File: config.mk
export PLATFORM = sky130hd
export DESIGN_NAME = cu_interrupt_sequencer
export DESIGN_NICKNAME = d
export VERILOG_FILES = /design/src/rtl/cu_interrupt_sequencer.sv
export SDC_FILE = /design/constraint.sdc
export NUM_CORES = 1
export LEC_CHECK = 0
export CORE_MARGIN = 1.5
export CORE_UTILIZATION = 37
export CTS_CLUSTER_DIAMETER = 80
export DETAILED_ROUTE_END_ITERATION = 8
export GPL_ROUTABILITY_DRIVEN = 0
export PLACE_DENSITY = 0.75
export SYNTH_ARGS = -nofsm -noshare
export SYNTH_HDL_FRONTEND = slang
export SYNTH_SLANG_ARGS = --single-unit
File: constraint.sdc
create_clock -name i_Clk -period 1.35 [get_ports i_Clk]
set_clock_uncertainty 0.1 [all_clocks]
set_input_delay 0.27 -clock i_Clk [delete_from_list [all_inputs] [get_ports i_Clk]]
set_output_delay 0.27 -clock i_Clk [all_outputs]
set_load 0.03 [all_outputs]
File: src/rtl/cu_interrupt_sequencer.sv
// Interrupt controller: IE/IF/IME state, EI delay and
// fixed multi-M-cycle dispatch sequencer with vector output.
module cu_interrupt_sequencer #(
  parameter int          NUM_IRQ       = 5,
  parameter logic [15:0] VECTOR_BASE   = 16'h0040,
  parameter int          VECTOR_STRIDE = 8,
  parameter int          T_PER_M       = 4,
  parameter int          DISPATCH_M    = 5
) (
  input  logic                  i_Clk,
  input  logic                  i_Rst,
  input  logic                  i_Enable,
  input  logic [NUM_IRQ-1:0]    i_Irq_Request,
  input  logic                  i_IE_Write,
  input  logic                  i_IF_Write,
  input  logic [NUM_IRQ-1:0]    i_Reg_Data,
  output logic [NUM_IRQ-1:0]    o_IE,
  output logic [NUM_IRQ-1:0]    o_IF,
  input  logic                  i_EI,
  input  logic                  i_DI,
  input  logic                  i_RETI,
  input  logic                  i_Instr_Boundary,
  output logic                  o_IME,
  output logic                  o_Wake,
  output logic                  o_Handle_Interrupt,
  output logic [DISPATCH_M-1:0] o_Dispatch_Cycle,
  output logic [T_PER_M-1:0]    o_Dispatch_Step,
  output logic [15:0]           o_Vector
);

  localparam int MW = $clog2(DISPATCH_M);
  localparam int TW = $clog2(T_PER_M);

  typedef enum logic {
    S_IDLE,
    S_DISPATCH
  } state_t;

  state_t              r_State;
  state_t              w_State_Nxt;
  logic [MW-1:0]       r_M;
  logic [MW-1:0]       w_M_Nxt;
  logic [TW-1:0]       r_T;
  logic [TW-1:0]       w_T_Nxt;
  logic [NUM_IRQ-1:0]  r_IE;
  logic [NUM_IRQ-1:0]  r_IF;
  logic                r_IME;
  logic                r_Ei_Pending;
  logic [15:0]         r_Vector;

  logic [NUM_IRQ-1:0]  w_Pend;
  logic [NUM_IRQ-1:0]  w_Clear;
  logic [NUM_IRQ-1:0]  w_IF_Nxt;
  logic [2:0]          w_Idx;
  logic                w_Idle;
  logic                w_Accept;
  logic                w_Xfer;
  logic [15:0]         w_Vector;

  assign w_Pend   = r_IE & r_IF;
  assign w_Idle   = (r_State == S_IDLE);
  assign w_Accept = i_Enable & w_Idle & i_Instr_Boundary
                  & r_IME & (|w_Pend);
  // EI takes effect on a later boundary only, so the
  // registered pending flag is what gets transferred.
  assign w_Xfer   = i_Enable & w_Idle & i_Instr_Boundary
                  & r_Ei_Pending;

  always_comb begin
    w_Idx = '0;
    for (int i = NUM_IRQ - 1; i >= 0; i--) begin
      if (w_Pend[i]) w_Idx = 3'(i);
    end
  end

  always_comb begin
    w_Clear = '0;
    for (int i = 0; i < NUM_IRQ; i++) begin
      w_Clear[i] = w_Accept && (w_Idx == 3'(i));
    end
  end

  assign w_Vector = VECTOR_BASE
                  + 16'(w_Idx) * 16'(VECTOR_STRIDE);
  assign w_IF_Nxt = ((i_IF_Write ? i_Reg_Data : r_IF)
                  & ~w_Clear) | i_Irq_Request;

  always_comb begin
    w_State_Nxt = r_State;
    w_M_Nxt     = r_M;
    w_T_Nxt     = r_T;
    if (i_Enable) begin
      unique case (r_State)
        S_IDLE: begin
          if (w_Accept) begin
            w_State_Nxt = S_DISPATCH;
            w_M_Nxt     = '0;
            w_T_Nxt     = '0;
          end
        end
        S_DISPATCH: begin
          if (r_T == TW'(T_PER_M - 1)) begin
            w_T_Nxt = '0;
            if (r_M == MW'(DISPATCH_M - 1)) begin
              w_State_Nxt = S_IDLE;
              w_M_Nxt     = '0;
            end else begin
              w_M_Nxt = r_M + 1'b1;
            end
          end else begin
            w_T_Nxt = r_T + 1'b1;
          end
        end
        default: w_State_Nxt = S_IDLE;
      endcase
    end
  end

  always_ff @(posedge i_Clk) begin
    if (i_Rst) begin
      r_State      <= S_IDLE;
      r_M          <= '0;
      r_T          <= '0;
      r_IE         <= '0;
      r_IF         <= '0;
      r_IME        <= 1'b0;
      r_Ei_Pending <= 1'b0;
      r_Vector     <= VECTOR_BASE;
    end else begin
      r_IF <= w_IF_Nxt;
      if (i_Enable) begin
        r_State <= w_State_Nxt;
        r_M     <= w_M_Nxt;
        r_T     <= w_T_Nxt;
        if (i_IE_Write) r_IE <= i_Reg_Data;
        if (w_Accept) r_Vector <= w_Vector;
        if (w_Accept || i_DI) r_IME <= 1'b0;
        else if (i_RETI || w_Xfer) r_IME <= 1'b1;
        if (i_DI) r_Ei_Pending <= 1'b0;
        else if (i_EI) r_Ei_Pending <= 1'b1;
        else if (w_Xfer) r_Ei_Pending <= 1'b0;
      end
    end
  end

  assign o_IE               = r_IE;
  assign o_IF               = r_IF;
  assign o_IME              = r_IME;
  assign o_Wake             = |w_Pend;
  assign o_Handle_Interrupt = (r_State == S_DISPATCH);
  assign o_Vector           = r_Vector;
  assign o_Dispatch_Cycle   = o_Handle_Interrupt
                            ? (DISPATCH_M'(1) << r_M) : '0;
  assign o_Dispatch_Step    = o_Handle_Interrupt
                            ? (T_PER_M'(1) << r_T) : '0;

endmodule

Word level (Yosys, flattened, before mapping)
Index checks and enable logic that the tools add are counted.
{"block": "totals", "ff_bits": 34, "out_inout_bits": 38, "word_cells": 72, "inputBits": 19}
{"block": "op_classes", "addsub": 3, "shifts": 2, "n_reduce_logical": 17, "n_bitwise": 10, "n_eq_ne": 8, "muxes": 24}
{"op": "$mux W3", "count": 8}
{"op": "$and A5 B5 Y5", "count": 2}
{"op": "$mux W5", "count": 2}
{"op": "$reduce_and A2 Y1", "count": 5}
{"op": "$add A7 B6 Y8 const A", "count": 1}
{"op": "$mux W1", "count": 8}
{"op": "$eq A3 B2 Y1 const B", "count": 2}
{"op": "$eq A3 B3 Y1 const B", "count": 2}
{"op": "$pmux W3 S2", "count": 1}
{"op": "$and A1 B1 Y1", "count": 5}
{"op": "$logic_and A1 B1 Y1", "count": 5}
{"op": "$not A5 Y5", "count": 1}
{"op": "$or A5 B5 Y5", "count": 1}
{"op": "$reduce_or A5 Y1", "count": 1}
{"op": "$shl A1 B3 Y5 const A", "count": 1}
{"op": "$mux W2", "count": 2}
{"op": "$mux W4", "count": 1}
{"op": "$ne A2 B1 Y1 const B", "count": 2}
{"op": "$pmux W2 S2", "count": 1}
{"op": "$shl A1 B2 Y4 const A", "count": 1}
{"op": "$add A3 B1 Y3 const B", "count": 1}
{"op": "$eq A3 B1 Y1 const B", "count": 1}
{"op": "$logic_not A3 Y1", "count": 1}
{"op": "$reduce_and A3 Y1", "count": 1}
{"op": "7 further kinds", "count": 8}

Longest topological paths before layout
Gate-level depths: netlist (run 1).
{"block": "logic_depth", "ltp_word": 11, "depth_mapped": 6, "mapped_depth_nobuf": 6}

Worst setup path before layout (run 1)
Ideal clock, no wire load.
{"block": "synth_timing", "path_kind": "reg-to-reg", "start": "reg r_IF[2] (netlist: o_IF[2])", "end": "reg r_IF[1] (netlist: o_IF[1])", "required_time_ps": 1119, "t_arrival_ps": 1429, "n_path_buf": 1, "path_slack_ps": -310, "setup_time_ps": 131, "period_less_slack_ps": 1660, "path_stages_with_launch": 6, "path_cell_list": "dfxtp_1 -> a22oi_2 -> a31o_1 -> buf_6 -> a2111oi_0 -> nor3_1"}
{"block": "synth_via", "elab_chain_len": 9, "word_cells_on_any_way": 11, "cone_classes": "eq/ne (1); mux (3); bitwise (5); reduce/logical (2)"}
{"element": "from (decl)", "line_no": "46", "source": "logic [NUM_IRQ-1:0] r_IF;"}
{"element": "from (signal assigned)", "line_no": "130", "source": "r_IF <= w_IF_Nxt;"}
{"element": "$and A5 B5 Y5 *", "line_no": "60", "source": "assign w_Pend = r_IE & r_IF;"}
{"element": "$mux W3 (3 in series)", "line_no": "72", "source": "if (w_Pend[i]) w_Idx = 3'(i);"}
{"element": "$eq A3 B1 Y1", "line_no": "79", "source": "w_Clear[i] = w_Accept && (w_Idx == 3'(i));"}
{"element": "$logic_and A1 B1 Y1 *", "line_no": "79"}
{"element": "$not A5 Y5 *", "line_no": "86", "source": "& ~w_Clear) | i_Irq_Request;"}
{"element": "$and A5 B5 Y5 *", "line_no": "86"}
{"element": "$or A5 B5 Y5 *", "line_no": "86"}
Mark *: on every way between the ends. The rest lies on a longest branch, timed or not.
A chain may end at the register's enable or synchronous reset.

Worst setup path after layout (run 1)
{"block": "layout_timing", "start": "reg r_M[1]", "end": "out o_Dispatch_Cycle[4]"}
{"block": "layout_via", "elab_chain_len": 2}
{"element": "from (decl)", "line_no": "41", "source": "logic [MW-1:0] r_M;"}
{"element": "from (signal assigned)", "line_no": "133", "source": "r_M <= w_M_Nxt;"}
{"element": "$shl A1 B3 Y5", "line_no": "153", "source": "? (DISPATCH_M'(1) << r_M) : '0;"}
{"element": "$mux W5", "line_no": "153"}
{"element": "to (decl)", "line_no": "26", "source": "output logic [DISPATCH_M-1:0] o_Dispatch_Cycle,"}
No other way between the ends.

==> impl_metrics.ini, run 1 <==
[placed_design]
dp.cells = 271
place_hpwl_microns = 2532
port_buffers = 43
post-place-ws_ps = -432.4

[global_routing]
grt.met3_usage = 0.02692
busiest_layer = met2
grt_pass1_wl_microns = 5789
antenna_found_initial = 0
overflow = 0
first_global_vias = 1278
met2_usage = 0.3805
met1_usage = 0.2443
grt_max_degree = 13
grtUsageTotal = 0.2055

[hold_path]
hold_path_class = in2reg

[synth]
yosysWarningCount = 0
ys_seq_area_frac = 0.3278
syn_inst = 157
synth_seq_cells = 21
synth_area_sq_um = 1282
syn_area_per_cell_sq_um = 8.169
synth_cell_types = 35

[layout]
multi_input_area_sq_um = 1007
fin_nets = 270
mostFrequentLayoutCells = buf_6, buf_4, clkdlybuf4s50_1
fillCellCount = 253
layoutNonFillerInstCount = 287
syn2layout_area_growth_pct = 90.15
diodes = 0
layout_commonest_cell = buf_6
final_util = 0.7308
drive_above_1_share = 0.5560
regArea_sq_um = 462.9

[drt]
ant_nets = 0
wl_microns = 4150
drtIter0Drc = 47
drt_first_pass_iters = 4
drc = 0
routed_via_density = 5.066
routedWlPerCell_microns = 14.46
vias = 1454

[die]
die_h_microns = 61.88
die_w_microns = 61.88
core_sq_um = 3337
dieArea_sq_um = 3829
start_util = 0.3843
rows = 21
num_io_pins = 57

[clock_network]
cts_made_buffers = 3
cts_tree = done
clkTransAtPathRegs_ps = 130
clock_latency_ps = 310
cts.path.max_buffers = 2
clock_sinks = 21
clockRootBuffer = clkbuf_4
htreeDepth = 1

[pwr]
switchingPower_uw = 449.6
p_leak_uw = 0.001007
p_sw_frac = 0.3251
peakVddDrop_v = 0.0003583
p_per_area_nw_per_um2 = 567.0
clock_power_share = 0.227
totalPowerFinal_uw = 1383
internal_power_uw = 933.2
pwr-share-seq = 0.474
pwr-share-comb = 0.299

[setup_path]
max_stage_delay_ps = 360
cp.arrival_ps = 1270
cp_cell_sequence = buf_6, inv_4, ha_4, and3_4, buf_6
path_buf_inv = 3
crit_path_frequent_cell = buf_6
path_class = reg2out
crit_family = flip-flops
required_ps = 980
startpoint_type = flop
cp-end-kind = primary output
crit_fanout = 3
slowest_stage = dfxtp_2

[timing]
hold_ws_ps = 327.1
max_freq_mhz = 609.0
rsz0062_at_grt = yes
worst_slack_ps = -292.0
finalHoldViolCount = 0
fin_crit_ps = 1642
min_period_over_period = 1.216
slew_viol_final = 0
setup_viol = 23

[run]
drv_cap = 0

[status]
outcome = complete, but fails checks
failed_checks = negative setup slack
[worst reg2reg max path, stage by stage, from the launching register on]
cell	delay, ps
dfxtp_2	390
buf_6	110
inv_4	40
ha_4	150
buf_4	130
a21bo_2	230
nor2_1	120
o21ai_1	80
a21oi_1	160
[power by group through the flow]
stage | Sequential [uW] | Combinational [uW] | Clock [uW]
3_5_place_dp | 666 | 343 | 0
2_1_floorplan | 716 | 157 | 0
5_1_grt | 657 | 439 | 358
4_1_cts | 651 | 366 | 316
3_3_place_gp | 665 | 341 | 0
6_report | 655 | 414 | 314
[through the flow]
stage	setup TNS (ps)	area [sq um]
2_1_floorplan	-154.0	1374
3_3_place_gp	-7645	1928
3_5_place_dp	-7914	1928
4_1_cts	-3222	2275
5_1_grt	-5488	2439
6_report	-4015	2439
[repair_timing]
action | in CTS | in global routing
hold buffers | 0 | 0
buffers inserted | 7 | 8
pin swaps | 20 | 18
resized for setup | 100 | 29
setup endpoints to repair | 26 | 35
endpoints found under the hold margin | 0 | 0
[cell usage after synthesis (all sizes together)]
cell | instances | share of area
conb | 2 | 0.0059
nor3b | 1 | 0.0059
a211oi | 3 | 0.018
nor3 | 5 | 0.020
clkbuf | 3 | 0.0088
mux2i | 3 | 0.023
o21ai | 4 | 0.016
dfxtp | 21 | 0.33
and4b | 1 | 0.0078
nand3 | 10 | 0.039
nor2 | 12 | 0.035
a41oi | 2 | 0.014
a311oi | 1 | 0.0068
a221o | 1 | 0.0078
o41ai | 1 | 0.0068
a21oi | 12 | 0.047
nor2b | 4 | 0.020
inv | 6 | 0.018
nand2 | 15 | 0.044
and3 | 2 | 0.0098
a21o | 1 | 0.0059
a31o | 1 | 0.0068
and2 | 9 | 0.044
buf | 16 | 0.091
a2111oi | 2 | 0.014
nand4b | 1 | 0.0068
ha | 9 | 0.088
a21bo | 1 | 0.0078
a31oi | 3 | 0.015
nand4 | 2 | 0.0098
a22oi | 2 | 0.026
a32oi | 1 | 0.0068
[path summary, 6_finish.rpt]
check / depth (start not counted) / endpoint / slack [ps] / start
worst min register to register: 2 / o_Vector[4] / 390 / o_Vector[4]
worst max register to register: 8 / r_M[0] / -240 / r_M[1]
worst min-delay path: 3 / o_IME / 330 / i_Enable
worst max-delay path: 5 / o_Dispatch_Cycle[4] / -290 / r_M[1]
[state kept, by name, summed over array words and instances, names as in the netlist]
register	flops
o_Handle_Interrupt	1
o_IE	5
o_IF	5
o_IME	1
o_Vector	3
r_Ei_Pending	1
r_M	3
r_T	2
[metal layers]
metal / vias up / wire length, microns
met5: - / 0
met4: 0 / 60
met3: 9 / 200
met2: 52 / 2213
met1: 696 / 1674
li1: 697 / -
[kinds of logic after synthesis]
kind of cell,count (synthesis),share of synthesized area
simple gates,62,0.2410
flops,21,0.3278
buf+inv,25,0.1171
fa+ha+maj,9,0.08781
mux,3,0.02342
compound gates,35,0.1971
other cells,2,0.005856
[layout make-up]
type / instances / area share
well taps: 46 / 0.02360
clock inverters: 1 / 0.002052
multi-input cells: 122 / 0.4130
repair buffers: 88 / 0.3499
inverters: 6 / 0.01231
clock buffers: 3 / 0.009236
flip-flops and latches: 21 / 0.1898
No activity file was read; power rests on OpenSTA's default activity.
==> run 2: changes to the inputs <==
Clock period 1.35 ns to 1.51 ns, I/O delays scaled along.
==> run 2 against run 1 <==
Compared with the run above:
- the run still ends with negative setup slack left
- combinational power down 21%
- routed wire length shrank 9.1%
- first-iteration DRC count down 15%
- die area is the same
- clock power shrank 8.0%
- design area fell by 4.2%
- via count down 4.5%
- non-clock buffer count did not move
- power decreased by 13%
- sequential cell count unchanged
- critical endpoint is now o_Dispatch_Step[0]
- sequential power decreased by 11%
- largest power group unchanged
==> impl_metrics.ini, run 2 (synthesized netlist as in run 1, its figures left out) <==
[status]
outcome = complete, but fails checks
failed_checks = negative setup slack

[clock_network]
cts_made_buffers = 3
cts.path.max_buffers = 2
clock_latency_ps = 310
cts_tree = done
clock_sinks = 21
cts_hold_buf = 0
htreeDepth = 1
clkTransAtPathRegs_ps = 130
clockRootBuffer = clkbuf_4

[layout]
syn2layout_area_growth_pct = 82.15
layout_commonest_cell = buf_4
diodes = 0
layoutNonFillerInstCount = 287
mostFrequentLayoutCells = buf_4, buf_6, clkdlybuf4s50_1
drive_above_1_share = 0.5228
fin_nets = 270

[setup_path]
max_stage_delay_ps = 370
crit_path_start = r_T[0]
path_buf_inv = 2
reg2reg_from = o_Handle_Interrupt
slowest_stage = dfxtp_2
startpoint_type = flop
r2r_cells = 5
crit_fanout = 2
cp-end-kind = primary output
rrSetupSlack_ps = -60
required_ps = 1110
r2r-end = o_Vector[3]
path_class = reg2out
cp_cell_sequence = inv_2, ha_1, and2_1, buf_2
cp.depth = 4
endpoint = o_Dispatch_Step[0]
cp.arrival_ps = 1310
crit_family = flip-flops

[die]
start_util = 0.3843
dieArea_sq_um = 3829
die_h_microns = 61.88
rows = 21
die_w_microns = 61.88
num_io_pins = 57
core_sq_um = 3337

[timing]
slew_viol_final = 0
setup_viol = 14
worst_slack_ps = -198.9
rsz0062_at_grt = yes
min_period_over_period = 1.132
tns_ps = -1451
fin_crit_ps = 1709
max_freq_mhz = 585.2
finalHoldViolCount = 0

[drt]
routed_via_density = 4.836
vias = 1388
drtIter0Drc = 40
routedWlPerCell_microns = 13.15
ant_nets = 0
drc = 0
wl_microns = 3774
drt_first_pass_iters = 4

[pwr]
internal_power_uw = 812.6
p_leak_uw = 0.001000
pwr-share-comb = 0.273
peakVddDrop_v = 0.0003450
clock_power_share = 0.240
switchingPower_uw = 390.7
p_sw_frac = 0.3247
p_per_area_nw_per_um2 = 515.1
pwr-share-seq = 0.487
totalPowerFinal_uw = 1203

[placed_design]
port_buffers = 43
post-place-ws_ps = -379.2
dp.cells = 268
place_hpwl_microns = 2427

[global_routing]
grt_max_degree = 13
first_global_vias = 1243
grt_pass1_wl_microns = 5368
antenna_found_initial = 0
grtUsageTotal = 0.1885
overflow = 0

[run]
drv_cap = 0

[hold_path]
hold_path_class = reg2reg
==> run 2: cell types whose count changed in the layout (fill, tap and decap cells not counted), sizes merged <==
cell           before  now
clkdlybuf4s15       0    4
dlygate4sd2         2    1
buf                70   63
clkdlybuf4s50      16   18
clkbuf              3    5
==> run 2: through the flow <==
step / cell area, sq um / hold slack [ps] / utilization
after CTS: 2170 / 376.5 / 0.6502
after detailed placement: 1893 / 356.9 / 0.5673
after floorplan: 1343 / 308.4 / -
final: 2336 / 381.0 / 0.7000
after global placement: 1893 / 353.0 / 0.5673
after global routing: 2336 / 417.3 / 0.7000
==> run 2: worst reg2reg max path, cell delays in order (launching register included) <==
cell and delay [ps]:
dfxtp_4 370, buf_6 120, nand4b_1 250, a31o_4 290, a221o_1 260, a21oi_1 120
==> run 2: area by class of cell <==
class | instances | area (sq um)
fillers | 249 | 1001
clock buffers | 3 | 22.52
inverters | 6 | 27.53
flip-flops and latches | 21 | 451.7
repair buffers | 88 | 793.3
clock inverters | 1 | 5.005
well taps | 46 | 57.56
multi-input cells | 122 | 978.4
==> run 2: power by group through the flow <==
stage	clock network (uW)	registers [uW]	logic (uW)
floorplan	0	648	140
global placement	0	605	307
detailed placement	0	605	308
CTS	291	587	316
global route	322	588	351
finish	289	586	329
==> run 2: how the worst min path moves through the flow <==
| stage | cells after the start | startpoint | endpoint |
|---|---|---|---|
| floorplan | 1 | i_Rst | r_M[1] |
| global placement | 2 | o_Vector[3] | o_Vector[3] |
| detailed placement | 2 | o_Vector[3] | o_Vector[3] |
| CTS | 2 | o_Vector[3] | o_Vector[3] |
| global route | 2 | o_Vector[4] | o_Vector[4] |
| finish | 2 | o_Vector[3] | o_Vector[3] |
==> run 2: per-layer routing <==
metal | wire length [microns] | part of all wire | vias to the layer above | track usage
met3 | 124 | 0.033 | 4 | 0.01863
met1 | 1619 | 0.43 | 646 | 0.2361
met4 | 36 | 0.0095 | 0 | 0.06687
li1 | - | - | 699 | -
met5 | 0 | 0 | - | 0
met2 | 1995 | 0.53 | 39 | 0.3353
==> run 2: repair_timing <==
action | in CTS | in global routing
buffers inserted | 5 | 10
pin swaps | 14 | 15
setup endpoints to repair | 23 | 28
gates resized for setup | 88 | 33
==> run 3: changes to the inputs <==
Clock period 1.51 ns to 1.45 ns, I/O delays scaled along.
==> run 3 against run 2 <==
Compared with the run above:
- the run still ends with negative setup slack left
- non-clock buffer count up 3
- sequential cell count unchanged
- design area up 4.1%
- critical path depth up 1
- routed wire length up 17%
- sequential power up 3%
- highest routed layer unchanged
==> impl_metrics.ini, run 3 (synthesized netlist as in run 1, its figures left out) <==
[pwr]
peakVddDrop_v = 0.0003795
p_leak_uw = 0.001026
totalPowerFinal_uw = 1271
p_per_area_nw_per_um2 = 522.7

[global_routing]
antenna_found_initial = 0
met1_usage = 0.2771
met2_usage = 0.3729
grtUsageTotal = 0.2200
first_global_vias = 1356
grt_pass1_wl_microns = 6161
grt_max_degree = 13
busiest_layer = met2
grt.met3_usage = 0.02277
overflow = 0

[hold_path]
hold_path_class = reg2reg
min_from = o_Vector[4]

[timing]
fin_crit_ps = 1750
min_period_over_period = 1.207
worst_slack_ps = -300.0
finalHoldViolCount = 0
rsz0062_at_grt = yes
max_freq_mhz = 571.4
slew_viol_final = 0
setup_viol = 24

[setup_path]
required_ps = 1060
cp_cell_sequence = buf_6, ha_4, ha_4, and2_4, buf_6
crit_path_start = r_M[0]
slowest_stage = dfxtp_2
crit_fanout = 3
cp.arrival_ps = 1360
crit_family = flip-flops
max_stage_delay_ps = 360
reg2reg_from = o_Handle_Interrupt
path_class = reg2out
path_buf_inv = 2
cp-end-kind = primary output
startpoint_type = flop

[die]
dieArea_sq_um = 3829
core_sq_um = 3337
rows = 21
die_h_microns = 61.88
die_w_microns = 61.88
start_util = 0.3843
num_io_pins = 57

[placed_design]
place_hpwl_microns = 2622
port_buffers = 43

[run]
drv_cap = 0

[drt]
routedWlPerCell_microns = 15.26
wl_microns = 4426
ant_nets = 0
drtIter0Drc = 40
routed_via_density = 5.045
vias = 1463
drc = 0
drt_first_pass_iters = 4

[layout]
drive_above_1_share = 0.5738
final_util = 0.7285
syn2layout_area_growth_pct = 89.56
layout_commonest_cell = buf_4
diodes = 0
mostFrequentLayoutCells = buf_4, buf_6, clkdlybuf4s50_1
fin_nets = 273

[clock_network]
clkTransAtPathRegs_ps = 130
clock_sinks = 21
cts_made_buffers = 3
htreeDepth = 1
cts_tree = done
clockRootBuffer = clkbuf_4
cts.path.max_buffers = 2
clock_latency_ps = 320

[status]
failed_checks = negative setup slack
outcome = complete, but fails checks
[run 3: changes by cell type in the layout (fill, tap and decap cells not counted), moves of 2 or more]
cell / delta
buf_6: +9
dfxtp_2: -7
dfxtp_4: +6
a21oi_1: -3
a21oi_2: +3
a41oi_1: -2
a41oi_2: +2
buf_2: -2
clkdlybuf4s15_1: -2
nor3_2: +2
[run 3: what timing repair did]
| action | in CTS | in global routing |
|---|---|---|
| pin swaps | 14 | 19 |
| gates cloned | 0 | 0 |
| hold buffers | 0 | 0 |
| hold endpoints to repair | 0 | 0 |
| setup buffers | 6 | 4 |
| gates resized for setup | 94 | 35 |
| endpoints found under the setup margin | 26 | 28 |
[run 3: worst paths after layout]
path,endpoint,slack (ps),depth (start not counted)
worst min register to register,o_Vector[4],370,2
worst max register to register,o_Vector[3],-220,5
worst max-delay path,o_Dispatch_Cycle[3],-300,5
worst min-delay path,o_Vector[4],370,2
[run 3: where the power goes]
part           internal [uW]  switching, uW  total [uW]
Clock                    103            209         312
Sequential               590           16.4         606
Combinational            151            202         353
[run 3: cell type report]
class,count,area (sq um)
Tap cell,46,57.56
Clock inverter,1,5.005
Inverter,6,25.02
Timing Repair Buffer,91,838.3
Sequential cell,21,465.4
Fill cell,238,905.9
Clock buffer,3,22.52
Multi-Input combinational cell,122,1017
[run 3: stage by stage]
| step | hold slack, ps | setup TNS [ps] | instances | setup WS, ps | instance area (sq um) |
|---|---|---|---|---|---|
| after floorplan | 296.4 | 0 | 168 | 17.37 | 1373 |
| after global placement | 346.5 | -6170 | 276 | -365.4 | 1974 |
| after detailed placement | 364.2 | -6969 | 276 | -405.8 | 1974 |
| after CTS | 382.8 | -2802 | 286 | -283.9 | 2285 |
| after global routing | 408.8 | -4389 | 290 | -329.9 | 2431 |
| final | 373.4 | -2999 | 290 | -300.0 | 2431 |
[run 3: layer usage]
layer,up-vias,share of wire,wire length [microns]
met3,15,0.034,149
met4,0,0.032,141
met1,685,0.42,1871
met2,58,0.51,2264
li1,705,-,-
met5,-,0,0
[run 3: worst min-delay path: stages (launching register included)]
cell and delay (ps):
dfxtp_1 350, nand2_2 60, a21oi_2 40
